**config.mk**
```make
export PLATFORM = sky130hd
export DESIGN_NAME = tmds_channel_encoder
export DESIGN_NICKNAME = d
export VERILOG_FILES = /design/src/rtl/tmds_channel_encoder.sv
export SDC_FILE = /design/constraint.sdc
export NUM_CORES = 1
export LEC_CHECK = 0
export CORE_ASPECT_RATIO = 1.2
export CORE_MARGIN = 10
export CORE_UTILIZATION = 55
export DETAILED_ROUTE_END_ITERATION = 16
export GPL_ROUTABILITY_DRIVEN = 0
export PLACE_DENSITY = 0.86
export SKIP_CTS_REPAIR_TIMING = 1
export SKIP_LAST_GASP = 1
export SYNTH_ARGS = -nofsm -noshare
export SYNTH_HDL_FRONTEND = slang
export SYNTH_SLANG_ARGS = --single-unit
```
**constraint.sdc**
```tcl
create_clock -name pixelClk -period 8.9 [get_ports pixelClk]
set_clock_uncertainty 0.15 [all_clocks]
set_input_delay 2.225 -clock pixelClk [delete_from_list [all_inputs] [get_ports pixelClk]]
set_output_delay 2.225 -clock pixelClk [all_outputs]
set_load 0.1 [all_outputs]
```
**src/rtl/tmds_channel_encoder.sv**
```systemverilog
`default_nettype none
// ============================================================================
// Module   : tmds_channel_encoder
// Brief    : DVI 1.0 TMDS encoder for one colour lane, 3-stage pipeline with
//            running DC-balance tracking.
// Revision : 1.0 - initial release
// ============================================================================
module tmds_channel_encoder #(
  parameter bit INVERT_OUTPUT = 1'b0
) (
  input  logic       pixelClk,
  input  logic       reset,
  input  logic       de,
  input  logic [7:0] data,
  input  logic       c0,
  input  logic       c1,
  output logic [9:0] tmds
);

  localparam logic [9:0] c_CTRL_00   = 10'h354;
  localparam logic [9:0] c_CTRL_01   = 10'h0AB;
  localparam logic [9:0] c_CTRL_10   = 10'h154;
  localparam logic [9:0] c_CTRL_11   = 10'h2AB;
  localparam logic [9:0] c_INV_MASK  = {10{INVERT_OUTPUT}};

  function automatic logic [3:0] f_popcount8(input logic [7:0] v);
    logic [3:0] n;
    n = 4'd0;
    for (int i = 0; i < 8; i++) n = n + {3'b000, v[i]};
    return n;
  endfunction

  // Stage 1: sample inputs and count data ones
  logic       r_s1_de;
  logic [7:0] r_s1_data;
  logic [1:0] r_s1_ctrl;
  logic [3:0] r_s1_n1d;

  always_ff @(posedge pixelClk or posedge reset) begin
    if (reset) begin
      r_s1_de   <= 1'b0;
      r_s1_data <= 8'h00;
      r_s1_ctrl <= 2'b00;
      r_s1_n1d  <= 4'd0;
    end else begin
      r_s1_de   <= de;
      r_s1_data <= data;
      r_s1_ctrl <= {c1, c0};
      r_s1_n1d  <= f_popcount8(data);
    end
  end

  // Stage 2: transition-minimised word
  logic       w_use_xnor;
  logic [8:0] w_qm;

  always_comb begin
    w_use_xnor = (r_s1_n1d > 4'd4) || ((r_s1_n1d == 4'd4) && !r_s1_data[0]);
    w_qm       = 9'd0;
    w_qm[0]    = r_s1_data[0];
    for (int i = 1; i < 8; i++) begin
      w_qm[i] = w_use_xnor ? ~(w_qm[i-1] ^ r_s1_data[i]) : (w_qm[i-1] ^ r_s1_data[i]);
    end
    w_qm[8] = ~w_use_xnor;
  end

  logic       r_s2_de;
  logic [1:0] r_s2_ctrl;
  logic [8:0] r_s2_qm;
  logic [3:0] r_s2_n1q;
  logic [3:0] r_s2_n0q;

  always_ff @(posedge pixelClk or posedge reset) begin
    if (reset) begin
      r_s2_de   <= 1'b0;
      r_s2_ctrl <= 2'b00;
      r_s2_qm   <= 9'd0;
      r_s2_n1q  <= 4'd0;
      r_s2_n0q  <= 4'd8;
    end else begin
      r_s2_de   <= r_s1_de;
      r_s2_ctrl <= r_s1_ctrl;
      r_s2_qm   <= w_qm;
      r_s2_n1q  <= f_popcount8(w_qm[7:0]);
      r_s2_n0q  <= 4'd8 - f_popcount8(w_qm[7:0]);
    end
  end

  // Stage 3: DC balancing; r_cnt equals the running disparity of emitted characters
  logic signed [4:0] r_cnt;
  logic signed [4:0] w_cnt_next;
  logic signed [4:0] w_diff;
  logic        [9:0] w_char;
  logic        [9:0] r_tmds;
  logic              w_q8;

  always_comb begin
    w_q8       = r_s2_qm[8];
    w_diff     = $signed({1'b0, r_s2_n1q}) - $signed({1'b0, r_s2_n0q});
    w_char     = c_CTRL_00;
    w_cnt_next = 5'sd0;
    if (!r_s2_de) begin
      case (r_s2_ctrl)
        2'b00:   w_char = c_CTRL_00;
        2'b01:   w_char = c_CTRL_01;
        2'b10:   w_char = c_CTRL_10;
        default: w_char = c_CTRL_11;
      endcase
    end else if ((r_cnt == 5'sd0) || (r_s2_n1q == r_s2_n0q)) begin
      w_char     = {~w_q8, w_q8, w_q8 ? r_s2_qm[7:0] : ~r_s2_qm[7:0]};
      w_cnt_next = w_q8 ? (r_cnt + w_diff) : (r_cnt - w_diff);
    end else if (((r_cnt > 5'sd0) && (r_s2_n1q > r_s2_n0q)) ||
                 ((r_cnt < 5'sd0) && (r_s2_n0q > r_s2_n1q))) begin
      w_char     = {1'b1, w_q8, ~r_s2_qm[7:0]};
      w_cnt_next = r_cnt + (w_q8 ? 5'sd2 : 5'sd0) - w_diff;
    end else begin
      w_char     = {1'b0, w_q8, r_s2_qm[7:0]};
      w_cnt_next = r_cnt - (w_q8 ? 5'sd0 : 5'sd2) + w_diff;
    end
  end

  always_ff @(posedge pixelClk or posedge reset) begin
    if (reset) begin
      r_cnt  <= 5'sd0;
      r_tmds <= c_CTRL_00 ^ c_INV_MASK;
    end else begin
      r_cnt  <= w_cnt_next;
      r_tmds <= w_char ^ c_INV_MASK;
    end
  end

  assign tmds = r_tmds;

endmodule
`default_nettype wire
```
==> impl_metrics.json, run 1 <==
{
  "cts_tree": "built",
  "wl_per_cell_um": 14.0,
  "syn_inst": 240,
  "hold_violations": 0,
  "grt_usage_pct": 11.7,
  "critPathKind": "input pin to flop",
  "dieArea_um2": 8360,
  "antenna_found_initial": 0,
  "yosysWarningCount": 0,
  "nFillCells": 381,
  "synth_nets": 295,
  "cts-root-buf": "clkbuf_8",
  "avgSynthCellArea_um2": 11.7,
  "syn-cell-area_um2": 2800,
  "synthArstFlopShare_pct": 100,
  "start_util_pct": 56.7,
  "tns_ps": 0,
  "routed_via_density": 5.21,
  "rrSetupSlack_ps": 4540,
  "clk-insertion-delay-late_ps": 310,
  "row_count": 28,
  "io_pins": 23,
  "grt_setup_unrepaired": "no",
  "synthAdderAreaFrac_pct": 22.0,
  "crit_path_end_kind": "flop",
  "setup_viol": 0,
  "outcome": "completed",
  "startpoint_type": "input pin",
  "ys_seq_area_share_pct": 43.1,
  "seqCellArea_um2": 1210,
  "hpwl_mm": 3.61,
  "ys_ff_latch": 48,
  "finalCritPeriodShare_pct": 55.9,
  "ant_nets": 0,
  "clk_pin_slew_ps": 90,
  "clock-sinks": 48,
  "report.final.slew_viol_count": 0,
  "cts.path.max_buffers": 2,
  "yosys_most_used_dff": "dfrtp_1",
  "crit_fanout": 2,
  "drive_above_1_share_pct": 7.92,
  "synthXorXnorAreaFrac_pct": 13.0,
  "drtPass1Iterations": 4,
  "yosys.area_share.simple_pct": 5.63,
  "nNetsFinal": 319,
  "worst-endpoint-arrival_ps": 5020,
  "cap_violations": 0,
  "worst_slew_pin_slew_ps": 982,
  "grt_max_degree": 49,
  "final.min_clock_period_ps": 4970,
  "multi_input_area_um2": 1440,
  "synth_edf_count": 0,
  "drc": 0,
  "die-height_um": 98.2,
  "io_buffers": 22,
  "hold_path.class": "flop to flop",
  "worst_ep_required_time_ps": 8950,
  "htree_num_levels": 2,
  "grt_pass1_wl_mm": 8.03,
  "grt_pass1_vias": 1850,
  "fp.dieW_um": 85.2,
  "synth_top_family_by_area": "adder cells",
  "drt-initial-drc-count": 110,
  "cts_buffers": 5,
  "synth_compound_area_share_pct": 9.20,
  "num_antenna_cells": 0,
  "core_area_um2": 4940,
  "route.vias.total": 1692,
  "relSlewSlack_pct": 34.3,
  "gr-total-overflow": 0,
  "synth_cell_types": 40,
  "routed_wirelength_mm": 4.54,
  "synth_mux_area_share_pct": 1.47,
  "synthToLayoutAreaGrowth_pct": 13.2,
  "fmax_mhz": 201
}
[per-stage QoR]
step	util, %	hold WS, ps	cells	worst slack [ps]	cell area [um^2]
after floorplan	-	181	240	4220	2800
after global placement	62.2	183	317	3720	3070
after detailed placement	62.2	196	317	3600	3070
after CTS	64.2	217	325	3930	3170
after global routing	64.2	229	325	3850	3170
final	64.2	217	325	3930	3170
[critical path: stages]
cell	delay, ps
clkdlybuf4s50_1	450
fa_1	550
inv_1	50
fa_1	500
fa_1	410
inv_1	70
ha_1	170
inv_1	60
fa_1	390
xnor2_1	140
[worst paths after layout]
path | start | endpoint | depth (start not counted)
max | data[0] | r_s1_n1d[2]$_DFF_PP0_ | 10
min | r_s1_ctrl[0]$_DFF_PP0_ | r_s2_ctrl[0]$_DFF_PP0_ | 0
max reg2reg | r_s1_data[0]$_DFF_PP0_ | r_s2_n0q[3]$_DFF_PP1_ | 14
min reg2reg | r_s1_ctrl[0]$_DFF_PP0_ | r_s2_ctrl[0]$_DFF_PP0_ | 0
max in group asynchronous | reset | r_cnt[2]$_DFF_PP0_ | 2
min in group asynchronous | reset | r_s2_de$_DFF_PP0_ | 2
[area by class of cell]
type | count | area share (%)
inverter | 35 | 4.14
tap | 60 | 2.37
clock inverter | 2 | 0.474
multi-input combinational | 152 | 45.3
timing repair buffer | 22 | 6.95
sequential | 48 | 38.1
clock buffer | 6 | 2.60
[cells in the mapped netlist, drive strengths merged (3+ instances only)]
cell    instances  area (um^2)
o21ai           4         20.0
nor2           12         45.0
a21oi          11         55.1
nor2b           3         18.8
o21a            3         22.5
inv            35          131
mux2i           3         30.0
xor2           14          138
nand2           5         18.8
xnor2          21          203
clkbuf          4         16.3
dfrtp          42         1050
dfstp           6          158
a21o           11         82.6
fa             12          240
ha             30          375
[cell families after synthesis]
logic type / after synthesis
adders and majority gates: 42
and+or+nand+nor: 32
muxes: 4
buffers and inverters: 40
DFF: 48
AOI/OAI and AO/OA: 38
xor gates and xnor gates: 36
[layer usage]
metal / routed length (um) / track usage [%] / part of all wire [%] / vias to the layer above
li1: - / - / - / 818
met1: 1880 / 13.4 / 41 / 827
met2: 2380 / 19.7 / 52 / 37
met3: 201 / 3.08 / 4.4 / 10
met4: 90 / 5.58 / 2.0 / 0
met5: 0 / 0 / 0 / -
[state kept, by name, indices dropped and copies added, names as in the netlist]
name       flops
tmds          10
r_s2_qm        9
r_s1_data      8
r_cnt          5
r_s1_n1d       4
r_s2_n0q       3
r_s2_n1q       3
r_s1_ctrl      2
r_s2_ctrl      2
r_s1_de        1
r_s2_de        1
[cells in the final DEF, fill, tap and decap left out, drive strengths merged, types with 2 or more instances in the layout]
cell,Yosys,layout
o21ai,4,4
nor3,2,2
xor2,14,14
o21a,3,3
ha,30,30
dfstp,6,6
dfrtp,42,42
a21o,11,11
clkbuf,4,6
inv,35,35
clkinvlp,0,2
fa,12,12
or2,2,2
clkdlybuf4s50,0,22
mux2i,3,3
nor4,2,2
nand3,2,2
a21oi,11,11
nor2b,3,3
xnor2,21,21
nor2,12,12
nand2,5,5
Power of run 1 is not shown: default switching activity piles up to over one toggle a cycle in this logic, so the estimate is an artifact.
==> inputs of run 2 (changes only) <==
clock period = 4.8 ns   (was 8.9 ns; I/O delays follow)
==> run 2 against run 1 <==
Clock-buffer cell count stayed put. Critical path depth is 3 higher. Hold slack worse by 11 ps. Worst setup slack worse by 3500 ps. Global-route usage is 0.20 points higher. Routed wire length is 2.2% higher. Critical path type is now flop to flop.
==> impl_metrics.json, run 2 (synthesis gave the netlist of run 1 again) <==
{
  "outcome": "completed",
  "cts.path.max_buffers": 2,
  "globalRouteMet2Util_pct": 21.2,
  "clk_pin_slew_ps": 80,
  "place_inst": 317,
  "nNetsFinal": 319,
  "drc": 0,
  "hold_violations": 0,
  "grt_pass1_vias": 1805,
  "wl_per_cell_um": 14.3,
  "htree_num_levels": 2,
  "cts_buffers": 5,
  "grt_max_degree": 49,
  "min_path_cells": 0,
  "grt_pass1_wl_mm": 8.20,
  "io_buffers": 22,
  "cp-startpoint": "r_s1_data[0]$_DFF_PP0_",
  "grt_setup_unrepaired": "no",
  "drive_above_1_share_pct": 7.55,
  "layout_commonest_cell": "dfrtp_1",
  "fp.dieW_um": 85.2,
  "antenna_found_initial": 0,
  "clk-insertion-delay-late_ps": 310,
  "crit_path_end_kind": "flop",
  "cap_violations": 0,
  "drtPass1Iterations": 4,
  "ant_nets": 0,
  "row_count": 28,
  "dieArea_um2": 8360,
  "reg2reg_depth": 13,
  "fmax_mhz": 228,
  "r2r_start": "r_s1_data[0]$_DFF_PP0_",
  "drt-initial-drc-count": 90,
  "grt_usage_pct": 11.9,
  "tns_ps": 0,
  "critPathKind": "flop to flop",
  "finalCritPeriodShare_pct": 91.4,
  "relSlewSlack_pct": 34.4,
  "grtUsageMet3_pct": 3.33,
  "io_pins": 23,
  "core_area_um2": 4940,
  "gr-total-overflow": 0,
  "worst_slew_pin_slew_ps": 981,
  "route.vias.total": 1688,
  "routed_wirelength_mm": 4.64,
  "fin_util_pct": 64.9,
  "setup_viol": 0,
  "die-height_um": 98.2,
  "final.min_clock_period_ps": 4390,
  "num_antenna_cells": 0,
  "top_usage_layer": "met2",
  "grt_use_met1_pct": 12.8,
  "nFillCells": 368,
  "final_cells": 325,
  "hold_path.class": "flop to flop",
  "min_from": "r_s1_ctrl[0]$_DFF_PP0_",
  "worst_ep_required_time_ps": 4880,
  "hpwl_mm": 3.63,
  "mostFrequentLayoutCells": "dfrtp_1 (42), inv_1 (34), ha_1 (30)",
  "start_util_pct": 56.7,
  "cts-root-buf": "clkbuf_8",
  "cts_tree": "built",
  "slowest_stage": "fa_1",
  "largest_reg_flops": 10,
  "worstPathCellList": "xnor2_1 -> xor3_2 -> xor2_1 -> fa_1 -> xor2_1 -> ha_1 -> fa_1 -> ha_1 -> inv_1 -> fa_1 -> inv_1 -> nor3_1 -> xor2_1",
  "report.final.slew_viol_count": 0,
  "critPathMaxStageDelay_ps": 520,
  "worst-endpoint-arrival_ps": 4460,
  "synthToLayoutAreaGrowth_pct": 14.4,
  "clock-sinks": 48,
  "startpoint_type": "flop",
  "routed_via_density": 5.19,
  "crit_fanout": 4
}
[run 2: cell count changes in the layout (fill, tap and decap cells not counted)]
cell and change:
clkbuf_1 +1, clkinvlp_4 -2, clkbuf_8 -1, bufinv_16 +2
[run 2: final timing paths]
| path | slack (ps) | to |
|---|---|---|
| worst max-delay path | 410 | r_s2_n0q[3]$_DFF_PP1_ |
| worst min-delay path | 210 | r_s2_ctrl[0]$_DFF_PP0_ |
| worst max register to register | 410 | r_s2_n0q[3]$_DFF_PP1_ |
| worst min register to register | 210 | r_s2_ctrl[0]$_DFF_PP0_ |
| max in group asynchronous | 2650 | r_s2_n1q[3]$_DFF_PP0_ |
| min in group asynchronous | 1270 | r_s2_de$_DFF_PP0_ |
[run 2: cell type report]
cell class | instances | area, um^2 | share of cell area [%]
clock inverter | 2 | 60.1 | 1.87
tap | 60 | 75.1 | 2.34
inverter | 35 | 131 | 4.10
timing repair buffer | 22 | 220 | 6.87
sequential | 48 | 1210 | 37.7
clock buffer | 6 | 72.6 | 2.26
multi-input combinational | 152 | 1440 | 44.8
[run 2: metrics by stage]
step | cell area, um^2 | setup slack (ps) | hold WS, ps
floorplan | 2800 | 811 | 181
global placement | 3070 | 645 | 183
detailed placement | 3070 | 461 | 192
CTS | 3210 | 355 | 207
global route | 3210 | 135 | 221
finish | 3210 | 412 | 206
[run 2: metal layers]
layer	wire length, um	vias up
li1	-	821
met1	1880	831
met2	2510	29
met3	183	7
met4	76	0
met5	0	-
[run 2: critical path: cells and delay by family (launching register included)]
kind / cells / cell delay, ps
buffers and inverters: 2 / 100
AND/OR/NAND/NOR: 1 / 200
flip-flops: 1 / 460
adder cells (fa/ha/maj): 5 / 1980
XOR/XNOR: 5 / 1420
Power of run 2 is left out for the same reason.
==> inputs of run 3 (changes only) <==
CAP_MARGIN = 20   (was default)
MAX_ROUTING_LAYER = met4   (was default)
==> run 3 against run 2 <==
Global-route usage grew 0.29 points. First-iteration DRC count is the same. Sequential share of layout area is the same. Via count grew 0.65%. Cell count is the same. Routed wire length grew 0.28%. Worst setup slack lost 3.4 ps. Fmax is essentially flat. Clock-buffer cell count is the same. Critical path depth is the same. Critical path type unchanged. Hold slack is essentially flat. Core utilization is the same. Critical endpoint unchanged.
==> impl_metrics.json, run 3 (synthesis gave the netlist of run 1 again) <==
{
  "num_antenna_cells": 0,
  "cts_buffers": 5,
  "place_inst": 317,
  "antenna_found_initial": 0,
  "drc": 0,
  "cp-startpoint": "r_s1_data[0]$_DFF_PP0_",
  "report.final.slew_viol_count": 0,
  "largest_reg_flops": 10,
  "die-height_um": 98.2,
  "grt_pass1_vias": 1808,
  "critPathKind": "flop to flop",
  "worst_ep_required_time_ps": 4880,
  "clk-insertion-delay-late_ps": 310,
  "dieArea_um2": 8360,
  "crit_buf_inv": 2,
  "worst-endpoint-arrival_ps": 4470,
  "final_cells": 325,
  "finalCritPeriodShare_pct": 91.5,
  "io_buffers": 22,
  "slowest_stage": "fa_1",
  "routed_wirelength_mm": 4.65,
  "final.min_clock_period_ps": 4390,
  "place_area_um2": 3070,
  "grt_pass1_wl_mm": 8.19,
  "drive_above_1_share_pct": 7.55,
  "fmax_mhz": 228,
  "synthToLayoutAreaGrowth_pct": 14.4,
  "grt_usage_pct": 12.2,
  "r2r_start": "r_s1_data[0]$_DFF_PP0_",
  "hpwl_mm": 3.63,
  "clk_pin_slew_ps": 80,
  "ant_nets": 0,
  "relSlewSlack_pct": 34.4,
  "cts_tree": "built",
  "grt_max_degree": 49,
  "layout_commonest_cell": "dfrtp_1",
  "cts-root-buf": "clkbuf_8",
  "worstPathCellList": "xnor2_1 -> xor3_2 -> xor2_1 -> fa_1 -> xor2_1 -> ha_1 -> fa_1 -> ha_1 -> inv_1 -> fa_1 -> inv_1 -> nor3_1 -> xor2_1",
  "routed_via_density": 5.23,
  "design_area_um2": 3210,
  "hold_path.class": "flop to flop",
  "outcome": "completed",
  "route.vias.total": 1699,
  "mostFrequentLayoutCells": "dfrtp_1 (42), inv_1 (34), ha_1 (30)",
  "wl_per_cell_um": 14.3,
  "core_area_um2": 4940,
  "row_count": 28,
  "crit_fanout": 4,
  "grt_setup_unrepaired": "no",
  "setup_viol": 0,
  "drtPass1Iterations": 4,
  "tns_ps": 0,
  "fp.dieW_um": 85.2,
  "nNetsFinal": 319,
  "min_from": "r_s1_ctrl[0]$_DFF_PP0_",
  "worst_slew_pin_slew_ps": 981,
  "gr-total-overflow": 0,
  "io_pins": 23,
  "drt-initial-drc-count": 90,
  "cts.path.max_buffers": 2,
  "crit_path_end_kind": "flop",
  "critPathMaxStageDelay_ps": 520,
  "clock-sinks": 48,
  "hold_violations": 0,
  "crit_family": "adder cells",
  "start_util_pct": 56.7,
  "startpoint_type": "flop",
  "htree_num_levels": 2,
  "cap_violations": 0
}
[run 3: cell counts in the layout (fill, tap and decap cells not counted)]
Identical to the previous run, type by type.
[run 3: worst paths after layout]
check | endpoint | slack (ps) | depth (start not counted)
worst max-delay path | r_s2_n0q[3]$_DFF_PP1_ | 410 | 13
worst min-delay path | r_s2_ctrl[0]$_DFF_PP0_ | 210 | 0
worst max register to register | r_s2_n0q[3]$_DFF_PP1_ | 410 | 13
worst min register to register | r_s2_ctrl[0]$_DFF_PP0_ | 210 | 0
max in group asynchronous | r_s2_n1q[3]$_DFF_PP0_ | 2650 | 2
min in group asynchronous | r_s2_de$_DFF_PP0_ | 1270 | 2
[run 3: final cells by class]
class	instances	area (um^2)
clock buffers	6	72.6
clock inverters	2	60.1
fillers	368	1730
inverters	35	131
multi-input cells	152	1440
flip-flops and latches	48	1210
well taps	60	75.1
repair buffers	22	220
[run 3: metal layers]
metal,vias to the layer above,global-route usage [%],part of all wire [%]
li1,823,-,-
met1,840,12.7,41
met2,29,21.3,54
met3,7,3.08,3.4
met4,0,4.82,1.4
met5,-,-,0
[run 3: metrics by stage]
stage                     setup WS, ps  hold WS, ps  utilization (%)
final                              409          206             64.9
after global routing               135          221             64.9
after CTS                          355          207             64.9
after detailed placement           461          192             62.2
after global placement             645          183             62.2
after floorplan                    811          181                -
Power of run 3 is left out for the same reason.
